File: config.mk
export PLATFORM = sky130hd
export DESIGN_NAME = ifetch_ctrl
export DESIGN_NICKNAME = d
export VERILOG_FILES = /design/src/rtl/ifetch_ctrl.sv
export SDC_FILE = /design/constraint.sdc
export NUM_CORES = 1
export LEC_CHECK = 0
export ABC_CLOCK_PERIOD_IN_PS = 2800
export BUFFER_PORTS_ARGS = -buffer_cell sky130_fd_sc_hd__buf_4
export CAP_MARGIN = 20
export CELL_PAD_IN_SITES_DETAIL_PLACEMENT = 2
export CELL_PAD_IN_SITES_GLOBAL_PLACEMENT = 2
export CORE_AREA = 2 2 146 148
export CTS_CLUSTER_DIAMETER = 30
export DETAILED_ROUTE_END_ITERATION = 7
export DIE_AREA = 0 0 148 150
export GPL_TIMING_DRIVEN = 1
export PLACE_DENSITY_LB_ADDON = 0.05
export SKIP_CTS_REPAIR_TIMING = 1
export SYNTH_ARGS = -nofsm -noshare
export SYNTH_HDL_FRONTEND = slang
export SYNTH_SLANG_ARGS = --single-unit
File: constraint.sdc
create_clock -name clk -period 2.8 [get_ports clk]
set_clock_uncertainty 0.2 [all_clocks]
set_input_delay 0.7 -clock clk [delete_from_list [all_inputs] [get_ports clk]]
set_output_delay 0.7 -clock clk [all_outputs]
set_load 0.05 [all_outputs]
File: src/rtl/ifetch_ctrl.sv
// Instruction fetch controller: zero-latency icache hit path, byte-serial
// refill of a 32-bit word on a miss, icache fill and response, and
// flush/drain handling so that no stale byte is ever matched to a new miss.
//
// state | meaning
// IDLE  | hit path open; a miss latches the word address and starts a fill
// MISS  | issuing byte reads and collecting returned bytes
// RESP  | one cycle: write the word to the icache, hand it to fetch if wanted
// DRAIN | fill was flushed; swallow the bytes memory still owes us
module ifetch_ctrl (
  input  logic        clk,
  input  logic        rst,
  input  logic        rdy,
  input  logic        fetch_valid,
  input  logic [31:0] fetch_pc,
  output logic        fetch_ready,
  output logic [31:0] fetch_inst,
  input  logic        flush,
  output logic [31:0] ic_addr,
  input  logic        ic_hit,
  input  logic [31:0] ic_inst,
  output logic        ic_wr,
  output logic [31:0] ic_wdata,
  output logic        mem_req,
  output logic [31:0] mem_addr,
  input  logic        mem_gnt,
  input  logic        mem_dvalid,
  input  logic [7:0]  mem_din
);

  typedef enum logic [1:0] {
    S_IDLE  = 2'd0,
    S_MISS  = 2'd1,
    S_RESP  = 2'd2,
    S_DRAIN = 2'd3
  } state_t;

  state_t      r_state;
  state_t      w_state_nxt;
  logic [31:0] r_miss_pc;
  logic [31:0] w_miss_pc_nxt;
  logic [2:0]  r_issue_cnt;
  logic [2:0]  w_issue_nxt;
  logic [2:0]  r_recv_cnt;
  logic [2:0]  w_recv_nxt;
  logic [31:0] r_buf;
  logic [31:0] w_buf_nxt;

  logic [31:0] w_fetch_line;
  logic        w_pc_match;
  logic [2:0]  w_recv_inc;
  logic        w_unused;

  assign w_fetch_line = {fetch_pc[31:2], 2'b00};
  assign w_pc_match   = (fetch_pc[31:2] == r_miss_pc[31:2]);
  assign w_recv_inc   = r_recv_cnt + 3'd1;
  assign w_unused     = ^fetch_pc[1:0];

  // The fill word is presented continuously; it only matters while ic_wr is high.
  assign ic_wdata = r_buf;

  // Next-state, counter/buffer updates and all handshake outputs.
  // With rdy low every next value defaults to the current one and every
  // strobe stays at its inactive default, so the whole block freezes.
  always_comb begin
    w_state_nxt   = r_state;
    w_miss_pc_nxt = r_miss_pc;
    w_issue_nxt   = r_issue_cnt;
    w_recv_nxt    = r_recv_cnt;
    w_buf_nxt     = r_buf;
    fetch_ready   = 1'b0;
    fetch_inst    = 32'h0;
    ic_addr       = r_miss_pc;
    ic_wr         = 1'b0;
    mem_req       = 1'b0;
    mem_addr      = 32'h0;

    case (r_state)
      S_IDLE: begin
        ic_addr = w_fetch_line;
        if (rdy && fetch_valid && !flush) begin
          if (ic_hit) begin
            fetch_ready = 1'b1;
            fetch_inst  = ic_inst;
          end else begin
            w_miss_pc_nxt = w_fetch_line;
            w_issue_nxt   = 3'd0;
            w_recv_nxt    = 3'd0;
            w_state_nxt   = S_MISS;
          end
        end
      end

      S_MISS: begin
        mem_addr = r_miss_pc + {29'd0, r_issue_cnt};
        mem_req  = rdy && !flush && (r_issue_cnt < 3'd4);
        if (rdy) begin
          if (mem_req && mem_gnt) begin
            w_issue_nxt = r_issue_cnt + 3'd1;
          end
          if (mem_dvalid && !r_recv_cnt[2]) begin
            w_buf_nxt[{r_recv_cnt[1:0], 3'b000} +: 8] = mem_din;
            w_recv_nxt = w_recv_inc;
          end
          // A flush only needs a drain if bytes are still owed after this edge.
          if (flush) begin
            w_state_nxt = (w_recv_nxt == r_issue_cnt) ? S_IDLE : S_DRAIN;
          end else if (mem_dvalid && (r_recv_cnt == 3'd3)) begin
            w_state_nxt = S_RESP;
          end
        end
      end

      S_RESP: begin
        if (rdy) begin
          // The word is good even under flush, so the icache is still filled.
          ic_wr = 1'b1;
          if (!flush && fetch_valid && w_pc_match) begin
            fetch_ready = 1'b1;
            fetch_inst  = r_buf;
          end
          w_state_nxt = S_IDLE;
        end
      end

      S_DRAIN: begin
        if (rdy) begin
          if (mem_dvalid) begin
            w_recv_nxt = w_recv_inc;
          end
          if (w_recv_nxt == r_issue_cnt) begin
            w_state_nxt = S_IDLE;
          end
        end
      end

      default: begin
        w_state_nxt = S_IDLE;
      end
    endcase
  end

  // State, miss address, byte counters and assembly buffer.
  always_ff @(posedge clk or negedge rst) begin
    if (!rst) begin
      r_state     <= S_IDLE;
      r_miss_pc   <= 32'h0;
      r_issue_cnt <= 3'd0;
      r_recv_cnt  <= 3'd0;
      r_buf       <= 32'h0;
    end else begin
      r_state     <= w_state_nxt;
      r_miss_pc   <= w_miss_pc_nxt;
      r_issue_cnt <= w_issue_nxt;
      r_recv_cnt  <= w_recv_nxt;
      r_buf       <= w_buf_nxt;
    end
  end

endmodule

==> metrics.md <==
| Metric | Value |
|---|---|
| Status | `finished, violations left` |
| Failing checks | `setup timing` |
| Drt drc | `0` |
| Delay-heaviest family, CP | `simple AND/OR/NAND/NOR gates` |
| Critical-path top delay cell | `or4_4` |
| Worst path cell trace | `buf_4 -> xnor2_2 -> nand4_1 -> or4_4 -> nor3_4 -> buf_6 -> clkbuf_16 -> or2_4 -> buf_8` |
| Synth cell count leaders | `nand2_1 (89), dfrtp_1 (70), mux2_2 (57)` |
| Met3 routed WL | `~1.2 mm` |
| Overflow left after global routing | `0` |
| Setup slack after layout | `-657 ps` |
| Area share of the largest cell type after synthesis | `34.7%` |
| # fillers | `2,169` |
| CP endpoint kind | `primary output` |
| Via count | `5,234` |
| Post-Syn Area | `5040 um2` |
| Fraction of layout cells with a size suffix above 1 | `about three fifths` |
| RSZ-0062 raised after global routing | `true` |
| Rows | `53` |
| Tot GR Track Use | `18.3%` |
| Total CTS buffers | `9` |
| CTS Buffer Depth | `2` |
| Distinct cells, synth | `53` |
| Top Layer Used | `met4` |
| DRT iter0 DRCs | `153` |
| CP Class | `input pin to primary output` |
| Post-Syn Instances | `551` |
| Vias in the first global route | `5,667` |
| Timing-limited maximum frequency | `0.289 GHz` |
| # Max-Cap Violations | `0` |
| Flops & latches, synth | `70` |
| Avg WL per Cell | `19.9 um` |
| Area grow syn2layout | `78.4%` |
| Vias/cell | `between 4 and 5` |
| Largest cells by area after synthesis | `dfrtp_1 (35%), mux2_2 (13%), xnor2_1 (8.5%)` |
| Top-count cell post-synth | `nand2_1` |
| DP HPWL | `16.1 mm` |
| Startpoint Class | `input pin` |
| TritonCTS clock tree | `yes` |
| Crit path largest cell delay | `550 ps` |
| Worst Path Buf+Inv | `4` |
| Period utilization | `123%` |
| Final layout net count | `900` |
| Synthesis Warnings | `0` |
| Seq/Total Area, Yosys | `34.7%` |
| Worst hold slack | `55.0 ps` |
| Pwr Density | `1060 nW/um2` |
| Core ar. | `20,700 um2` |
| Time the worst path needs with I/O delays and setup | `about 3500 ps` |
| WP data required | `around 1900 ps` |
| Hold Crit Class | `input pin to asynchronous set/reset pin` |
| Syn Area/Cell | `9.15 um2` |
| ANT cells | `0` |
| CTS H-Tree Depth | `3` |
| # clock sinks | `70` |
| CTS clk-pin slew, worst paths | `approximately 60 ps` |
| Area leader, netlist | `dfrtp_1` |
| Worst Tran Pin Value | `approximately 530 ps` |
| Leak pwr | `slightly above 0.004 uW` |
| Gpl congestion | `0.754` |
| Die H | `150 um` |
| Main synth FF type | `dfrtp_1` |
| Met1 wire length | `8.65 mm` |
| PnR Total Power | `about 9500 uW` |
| Worst-path fanout max | `8` |
| Buffers on Ports | `206` |
| Setup-failing EPs final | `slightly below 60` |
| Relative slew slack | `64.9%` |
| Global-route wire length before repair | `about 32 mm` |
| CP arrival | `2560 ps` |
| Clk root buf | `clkbuf_16` |
| Starting Density | `24.4%` |
| Ys async rst share | `between 90% and 100%` |
| Die Area | `22,200 um2` |
| Setup tns final | `-26,120 ps` |
| Routed Wire Length | `21.6 mm` |
| Chip width | `148 um` |
| Initial antenna violation count | `0` |
| Peak VDD IR | `0.000512 V` |
| Clk_lat worst skew | `340 ps` |
| Final Hold Fails | `0` |
| Setup Slack @ Placement | `-799 ps` |
| EDFF count, synth | `0` |
| DR pass1 iterations | `4` |
| Routed wl met2 | `11.6 mm` |
| Largest net degree at the start of global routing | `51` |
| Final antenna-violating net count | `0` |
| I/O pin count | `211` |
| Slew Limit Fails | `0` |
==> power breakdown <==
group / leakage, uW / total (uW) / switching (uW) / internal (uW)
clock network: 0.000141 / 1140 / 468 / 674
logic: 0.00306 / 6510 / 3950 / 2560
registers: 0.000920 / 1870 / 466 / 1400
==> path summary, 6_finish.rpt <==
kind,startpoint,cells after the start,end,slack (ps)
max,fetch_pc[31],9,fetch_ready,-660
min,rst,1,ic_wdata[19]$_DFFE_PN0P_,60
max reg2reg,r_recv_cnt[0]$_DFFE_PN0P_,7,r_state[0]$_DFFE_PN0P_,290
min reg2reg,ic_wdata[29]$_DFFE_PN0P_,2,ic_wdata[29]$_DFFE_PN0P_,340
max in group asynchronous,rst,2,ic_wdata[15]$_DFFE_PN0P_,1730
min in group clk,ic_wdata[29]$_DFFE_PN0P_,2,ic_wdata[29]$_DFFE_PN0P_,340
==> logic make-up (layout without fill, tap and decap cells) <==
group / Yosys count / after routing / share of synthesized area (%)
compound gates: 96 / 96 / 12.9
xor+xnor: 59 / 59 / 10.7
fa+ha+maj: 10 / 10 / 2.48
buf+inv: 51 / 314 / 5.66
flops: 70 / 70 / 34.7
mux: 58 / 58 / 12.9
other cells: 1 / 2 / 0.0744
simple gates: 206 / 206 / 20.6
==> area by class of cell <==
type	instances	area, um2	share of cell area, %
multi-input combinational	431	3820	42.5
timing repair buffer	290	2750	30.6
sequential	70	1760	19.5
tap	275	344	3.82
clock buffer	12	267	2.96
inverter	8	30.0	0.334
clock inverter	4	28.8	0.320
==> sequential cells by signal, indices dropped and copies added (netlist names) <==
signal       cells
ic_wdata        32
r_miss_pc       30
r_issue_cnt      3
r_recv_cnt       3
r_state          2
==> metal layers <==
layer / vias to the layer above / global-route usage (%)
met5: - / 0
met4: 0 / 3.86
met3: 17 / 3.99
met2: 156 / 34.6
met1: 2610 / 21.2
li1: 2451 / -
==> cell usage in the layout, fill, tap and decap left out, types with 9 or more instances in the layout <==
cell and instances:
nor2_1 14, nor2_2 13, buf_4 205, buf_6 37
nand3_1 11, o21ai_0 42, dfrtp_1 67, xnor2_1 30
a22o_4 31, nand2_1 86, buf_8 36, xnor2_2 19
buf_12 9, nand4_1 11, clkbuf_16 12, mux2_2 57
==> metrics by stage <==
stage | cell area, um2 | instances | util (%)
finish | 9000 | 1090 | 43.5
global route | 9000 | 1090 | 43.5
floorplan | 5420 | 552 | -
global placement | 7640 | 1061 | 36.9
CTS | 7940 | 1077 | 38.4
detailed placement | 7640 | 1061 | 36.9
==> worst reg2reg max path: stages (launching register included) <==
cell     delay [ps]
dfrtp_1         540
inv_1           200
ha_1            370
xnor2_1         140
and3_1          190
o221a_2         250
a221o_1         360
a31oi_1         190
(Power assumes the default switching activity.)
